### config.mk
export PLATFORM = sky130hd
export DESIGN_NAME = pipe_scroller
export DESIGN_NICKNAME = d
export VERILOG_FILES = /design/src/rtl/pipe_scroller.sv
export SDC_FILE = /design/constraint.sdc
export NUM_CORES = 1
export LEC_CHECK = 0
export BUFFER_PORTS_ARGS = -buffer_cell sky130_fd_sc_hd__buf_2
export CAP_MARGIN = 20
export CORE_MARGIN = 4
export CORE_UTILIZATION = 65
export DETAILED_ROUTE_END_ITERATION = 10
export PLACE_DENSITY = 0.83
export SYNTH_ARGS = -nofsm -noshare
export SYNTH_HDL_FRONTEND = slang
export SYNTH_SLANG_ARGS = --single-unit
export TNS_END_PERCENT = 50
### constraint.sdc
create_clock -name clk -period 13.55 [get_ports clk]
set_input_delay 1.355 -clock clk [delete_from_list [all_inputs] [get_ports clk]]
set_output_delay 1.355 -clock clk [all_outputs]
set_load 0.1 [all_outputs]
### src/rtl/pipe_scroller.sv
// pipe_scroller: scrolling obstacle field for the Flappy Bird LED game.
// Holds COLS columns of ROWS bits (1 = pipe). Each active scroll tick shifts the
// field one column to the left and loads a new rightmost column, which is either
// a pipe whose opening is placed by the 3-bit random value, or empty.
// Optional feature macro: PIPE_SCROLLER_SPEEDUP_EN -- when defined, the spawn
// spacing shrinks by one for every 8 pipes passed, never going below 3 ticks.
module pipe_scroller #(
    parameter int ROWS       = 16,
    parameter int COLS       = 16,
    parameter int GAP        = 4,
    parameter int GAP_OFFSET = 2,
    parameter int SPACING    = 6,
    parameter int BIRD_COL   = 3
) (
    input  logic                     clk,
    input  logic                     reset,
    input  logic                     active,
    input  logic                     tick,
    input  logic [2:0]               rnd,
    input  logic [$clog2(COLS)-1:0]  rd_col,
    output logic [ROWS-1:0]          rd_data,
    output logic [ROWS-1:0]          bird_data,
    output logic                     pass,
    output logic [7:0]               score
);

    localparam int RD_W  = $clog2(COLS);
    localparam int RD_N  = 1 << RD_W;
    localparam int CNT_W = $clog2(SPACING);

    logic [ROWS-1:0]  col_r [COLS];
    logic [CNT_W-1:0] spawn_cnt_r;
    logic             pass_r;
    logic [7:0]       score_r;
    logic [CNT_W-1:0] reload_s;
    logic             step_s;
    logic [ROWS-1:0]  rd_tab_s [RD_N];

    // Pipe column: all rows solid except a GAP-tall opening starting at rnd + GAP_OFFSET.
    function automatic logic [ROWS-1:0] pipe_column(input logic [2:0] r);
        int              base;
        logic [ROWS-1:0] c;
        base = int'(r) + GAP_OFFSET;
        c    = {ROWS{1'b1}};
        for (int row = 0; row < ROWS; row++) begin
            if ((row >= base) && (row < base + GAP)) begin
                c[row] = 1'b0;
            end else begin
                c[row] = 1'b1;
            end
        end
        return c;
    endfunction

`ifdef PIPE_SCROLLER_SPEEDUP_EN
    int shrink_s;
    int eff_s;

    // Spawn-counter reload: spacing shortened by score/8, clamped at 3 ticks.
    always_comb begin
        shrink_s = int'(score_r[7:3]);
        eff_s    = SPACING - shrink_s;
        if (eff_s < 3) begin
            eff_s = 3;
        end else begin
            eff_s = eff_s;
        end
        reload_s = CNT_W'(eff_s - 1);
    end
`else
    // Spawn-counter reload: fixed spacing, score has no influence on timing.
    always_comb begin
        reload_s = CNT_W'(SPACING - 1);
    end
`endif

    // A scroll step happens only on a tick while the game is running.
    always_comb begin
        if (tick && active) begin
            step_s = 1'b1;
        end else begin
            step_s = 1'b0;
        end
    end

    // Field, spawn cadence, pass pulse and saturating score; reset wins over everything.
    always_ff @(posedge clk) begin
        if (reset) begin
            for (int i = 0; i < COLS; i++) begin
                col_r[i] <= {ROWS{1'b0}};
            end
            spawn_cnt_r <= CNT_W'(SPACING - 1);
            pass_r      <= 1'b0;
            score_r     <= 8'd0;
        end else if (step_s) begin
            for (int i = 0; i < COLS - 1; i++) begin
                col_r[i] <= col_r[i + 1];
            end
            if (spawn_cnt_r == {CNT_W{1'b0}}) begin
                col_r[COLS-1] <= pipe_column(rnd);
                spawn_cnt_r   <= reload_s;
            end else begin
                col_r[COLS-1] <= {ROWS{1'b0}};
                spawn_cnt_r   <= spawn_cnt_r - CNT_W'(1);
            end
            // The column leaving the bird position this step carries a pipe.
            if (col_r[BIRD_COL] != {ROWS{1'b0}}) begin
                pass_r <= 1'b1;
                if (score_r != 8'hFF) begin
                    score_r <= score_r + 8'd1;
                end else begin
                    score_r <= score_r;
                end
            end else begin
                pass_r <= 1'b0;
            end
        end else begin
            pass_r <= 1'b0;
        end
    end

    // Read table padded to a power of two so out-of-range selects return zero.
    genvar g;
    generate
        for (g = 0; g < RD_N; g++) begin : g_rd_tab
            if (g < COLS) begin : g_live
                assign rd_tab_s[g] = col_r[g];
            end else begin : g_pad
                assign rd_tab_s[g] = {ROWS{1'b0}};
            end
        end
    endgenerate

    assign rd_data   = rd_tab_s[rd_col];
    assign bird_data = col_r[BIRD_COL];
    assign pass      = pass_r;
    assign score     = score_r;

endmodule

== Word-level counts from Yosys, hierarchy flattened ==
Memories as Yosys holds them, arrays and structs flattened.
Index checks and enable logic that the tools add are counted.

* Bits of input ports: 11
* Logic and storage cells: 182
* Memory bits (read-only): 0
* RAM bits: 256
* Memories: 1
* Bits in registers: 12
* Latch bits: 0
* Output and inout port bits: 41

* Equal/unequal tests: 1
* Shift-type cells: 0
* Mux-type cells: 100
* $mul: 0
* Add/subtract/negate cells: 4
* $lt $le $gt $ge: 33
* Divide/modulo/power cells: 0
* Bitwise gates (word level): 19
* Reductions and logical operators: 21

{| class="wikitable"
|+ Memories
! name !! depth !! width !! read ports !! clocked after Yosys merged registers in !! wr ports !! RTL line !! text
|-
| col_r || 16 || 16 || 16 || 0 || 16 || 31 || <nowiki>logic [ROWS-1:0] col_r [COLS];</nowiki>
|}

{| class="wikitable"
|+ Operators with widths
! kind !! number
|-
| 16-bit two-way mux || 19
|-
| 5-bit by 32-bit less-than comparator with 1-bit output (first input constant) || 7
|-
| 4-bit by 32-bit less-than comparator with 1-bit output (first input constant) || 4
|-
| 1-bit two-way mux || 79
|-
| 16-bit binary-select mux with 4-bit select || 1
|-
| 3-bit by 32-bit less-than comparator with 1-bit output (first input constant) || 2
|-
| 4-bit greater-or-equal comparator (first input constant) || 8
|-
| 1-bit by 32-bit less-than comparator with 1-bit output (first input constant) || 1
|-
| 2-bit by 32-bit less-than comparator with 1-bit output (first input constant) || 1
|-
| 1-bit logical AND || 17
|-
| 1-bit OR || 17
|-
| 3-bit by 4-bit greater-or-equal comparator with 1-bit output (first input constant) || 4
|-
| 16-bit nonzero test || 1
|-
| 8-bit by 1-bit adder with 8-bit output (second input constant) || 1
|-
| 1-bit by 4-bit greater-or-equal comparator with 1-bit output (first input constant) || 2
|-
| 2-bit by 4-bit greater-or-equal comparator with 1-bit output (first input constant) || 2
|-
| 8-bit inequality test (second input constant) || 1
|-
| 4-bit by 3-bit adder with 5-bit output (second input constant) || 1
|-
| 5-bit greater-or-equal comparator (second input constant) || 1
|-
| 4-bit by 5-bit less-than comparator with 1-bit output (first input constant) || 1
|-
| 4-bit inverter with 5-bit output || 1
|-
| 3-bit by 2-bit adder with 4-bit output (second input constant) || 1
|-
| 3-bit logical NOT || 1
|-
| 3-bit two-way mux || 1
|-
| other kinds (4) || 4
|}

== Logic depth before layout (Yosys ltp) ==
* Depth after elaboration: 10
* Depth in mapped cells: 6
* Depth with buffers taken out: 5

== Worst setup path after synthesis ==
OpenSTA, ideal clock, no wires.

* Path kind: input to register
* From: in reset
* To: mem col_r[0][0], enable pin
* Path buffers: 1
* Library setup time: 1.969 ns
* Required time: 11.581 ns
* Path slack: 5.775 ns
* Arrival time: 5.806 ns
* Stages: 3
* Cell sequence: clkbuf_1 inv_1 nand2_1

{| class="wikitable"
|+ RTL lines
! what !! RTL line !! text
|-
| start, declared || 16 || <nowiki>input logic reset,</nowiki>
|-
| end, declared || 31 ||
|}

== Worst setup path after layout ==
* From: in rd_col[0]
* To: out rd_data[11]

* Word-level cells in the longest chain between the ends: 4

{| class="wikitable"
|+ Ends and longest elaborated chain
! what !! RTL line !! text
|-
| start, declared || 20 || <nowiki>input logic [$clog2(COLS)-1:0] rd_col,</nowiki>
|-
| 4-bit inverter with 5-bit output (not written as such) || 134 || <nowiki>assign rd_data = rd_tab_s[rd_col];</nowiki>
|-
| 16-bit binary-select mux with 4-bit select || 134 ||
|-
| 16-bit two-way mux (not written as such) (2 in series) || 134 ||
|-
| end, declared || 21 || <nowiki>output logic [ROWS-1:0] rd_data,</nowiki>
|}

No other way between the ends. The select of a mux whose other input is x is not followed.

==> impl_metrics.json <==
{
  "start_util_pct": 66.4,
  "clock_skew_ps": 8.80,
  "cp-start-kind": "input port",
  "finish.utilization_pct": 72.2,
  "p_sw_mw": 0.480,
  "dieArea_um2": 21500,
  "setup_tns_ps": 0,
  "grt_pass1_wl_um": 36500,
  "reg2reg_slack_ps": 11240,
  "worst_skew_pair.late_latency_ps": 530,
  "area_growth_pct": 8.74,
  "worst_path_max_delay_cell": "mux4_1",
  "yosysTopAreaCell": "edfxtp_1",
  "coreArea_um2": 18800,
  "dp_hpwl_um": 13100,
  "yosys_warnings": 0,
  "synthCells": 754,
  "holdBufCountCts": 0,
  "design_area_um2": 13600,
  "hold_path.class": "flop to flop",
  "postCtsSetupBuffers": 0,
  "total_power_mw": 1.97,
  "timing.final.crit_share_pct": 35.6,
  "cts-root-buf": "clkbuf_16",
  "leakage_nw": 5.18,
  "vdd_ir_drop_max_uv": 85.2,
  "final_nets": 791,
  "yosysSeqAreaShare_pct": 63.4,
  "htreeDepth": 1,
  "pin_count": 52,
  "die-width_um": 147,
  "drc": 0,
  "cts_resized": 0,
  "worst-setup-path-type": "input port to output pin",
  "pwr-share-clk_pct": 38.2,
  "slew_headroom_pct": 21.7,
  "postPlaceCellArea_um2": 12700,
  "cts_sinks": 268,
  "cp.arrival_ps": 3470,
  "fmax_ghz": 0.207,
  "critPathBufInv": 3,
  "power.share.combinational_pct": 11.1,
  "hp-start": "score[6]",
  "power.density_nw_per_um2": 145,
  "synth-adder-area-share_pct": 0.701,
  "synthesis.area_um2": 12500,
  "ys_top_cells_by_area": "edfxtp_1 62%, mux4_1 10%, and2_1 8.0%, mux4_2 5.6%, nor2b_1 4.1%",
  "hold_depth": 2,
  "rsz0062_at_grt": "no",
  "slew_viol_final": 0,
  "internal_power_mw": 1.49,
  "first_pass_iters": 5,
  "synth_top_area_share_pct": 61.5,
  "r2r_cells": 4,
  "seqPwrFrac_pct": 50.7,
  "synth_top_family_by_area": "multiplexers",
  "synth_compound_area_share_pct": 1.94,
  "grt_max_degree": 207,
  "setup_violations": 0,
  "overflow": 0,
  "drive_gt1_share_pct": 17.0,
  "crit_family": "multiplexers",
  "synthMuxAreaShare_pct": 15.9,
  "drt_iter0_markers": 565,
  "cp_num_cells": 5,
  "n_antenna_cell": 0,
  "nFillCells": 1104,
  "whs_endpoint": "score[6]",
  "synth_seq_cells": 268,
  "syn_area_per_cell_um2": 16.6,
  "hold_violations": 0,
  "ant_nets": 0,
  "cts-buffers-inserted": 27,
  "vias": 6511,
  "tritoncts": "built",
  "required_ps": 12190,
  "r2r-start": "col_r[0][54]",
  "track_usage_pct": 21.2,
  "clk_path_buf_depth": 3,
  "grt_pass1_vias": 6654,
  "critPathMaxFanout": 52,
  "cts.clk_slew.worst_paths_ps": 60,
  "crit_chain": "buf_4, buf_16, mux4_1, mux4_2, buf_2",
  "critPathMaxStageDelay_ps": 620,
  "maxCapViolations": 0,
  "avgViaCountPerCell": 6.18,
  "fin_crit_ps": 4820,
  "yosys.area_share.simple_pct": 13.9,
  "swShare_pct": 24.4,
  "place_congestion": 0.766,
  "synth_cell_types": 38,
  "avgRoutedWirePerCell_um": 21.5,
  "die_y_um": 147,
  "crit_path_end_kind": "output pin",
  "portBuffers": 51,
  "num_rows": 50,
  "synth_xor_area_share_pct": 0.140,
  "status": "complete, no violations",
  "synth_nets": 772,
  "reg2reg_to": "score[1]",
  "antenna_found_initial": 0,
  "tightestPinTransition_ps": 1180,
  "routed_wl_um": 22600
}
==> stage by stage <==
stage               worst slack (ps)  hold WS, ps  std cells
CTS                             8410          472       1052
global placement                8460          447       1003
floorplan                       5780          462        754
detailed placement              8400          464       1003
finish                          8730          469       1053
global route                    8670          509       1053
==> registers in the layout, indices dropped and copies added, names as in the netlist <==
signal       cells
score            8
spawn_cnt_r      3
col_r          256
pass             1
==> cells in the final DEF (no fill, tap or decap), drive strengths merged, types with 4 or more instances in the layout <==
cell type    n
buf         56
dfxtp       12
nand3        4
and2       160
a31oi        4
or2          4
nand2        8
nor2b       81
a21oi       17
o21ai        6
clkbuf      34
nor2        10
inv          7
edfxtp     256
clkinv      10
mux4        80
bufinv       4
ha           7
nor4         4
==> per-layer routing <==
metal	track usage, %	wire length [um]	vias to the layer above
li1	-	-	2903
met1	30.1	9560	3349
met2	34.8	11200	224
met3	3.94	1400	35
met4	5.36	437	0
met5	0	0	-
==> cell usage after synthesis (all sizes together) <==
| library cell | number |
|---|---|
| dfxtp | 12 |
| a41o | 2 |
| o311ai | 2 |
| xor2 | 1 |
| nor4 | 4 |
| and2 | 160 |
| o21ai | 6 |
| or3 | 2 |
| inv | 7 |
| nand2b | 3 |
| ha | 7 |
| mux4 | 80 |
| edfxtp | 256 |
| a211oi | 1 |
| a31oi | 4 |
| nand4 | 1 |
| a311oi | 1 |
| buf | 26 |
| a21oi | 17 |
| nand3 | 4 |
| or2 | 4 |
| nor2 | 10 |
| and3b | 1 |
| xnor2 | 1 |
| o41ai | 3 |
| or3b | 1 |
| nor3 | 3 |
| o31ai | 3 |
| nor2b | 81 |
| clkbuf | 40 |
| nand2 | 8 |
| or4 | 3 |
==> worst max-delay path by stage <==
stage,startpoint,to,slack [ps]
global placement,rd_col[0],rd_data[13],8460
detailed placement,rd_col[0],rd_data[11],8400
finish,rd_col[0],rd_data[11],8730
floorplan,reset,col_r[0][0],5780
global route,rd_col[0],rd_data[11],8670
CTS,rd_col[0],rd_data[11],8410
==> logic make-up after synthesis <==
logic type / Yosys count
AOI/OAI and AO/OA: 39
adders and majority gates: 7
and+or+nand+nor: 285
muxes: 80
DFF: 268
buffers and inverters: 73
xor gates and xnor gates: 2
==> power groups by stage <==
| stage | registers (mW) | logic, mW | clock network (mW) |
|---|---|---|---|
| global placement | 1.01 | 0.212 | 0 |
| CTS | 0.999 | 0.219 | 0.760 |
| floorplan | 1.01 | 0.186 | 0 |
| finish | 0.999 | 0.219 | 0.753 |
| global route | 1.01 | 0.229 | 0.800 |
| detailed placement | 1.01 | 0.218 | 0 |
==> worst register-to-register path, stage by stage, from the launching register on <==
cell	delay (ps)
edfxtp_1	500
nor4_1	640
a41o_1	680
o21ai_0	220
a21oi_1	190
==> area by class of cell <==
type	count	area (um^2)	area share [%]
sequential	268	7930	58.3
multi-input combinational	413	4090	30.1
clock buffer	34	722	5.31
timing repair buffer	56	328	2.41
tap	260	325	2.39
clock inverter	15	174	1.28
inverter	7	26.3	0.193
Power figures use the tool's default switching activity.
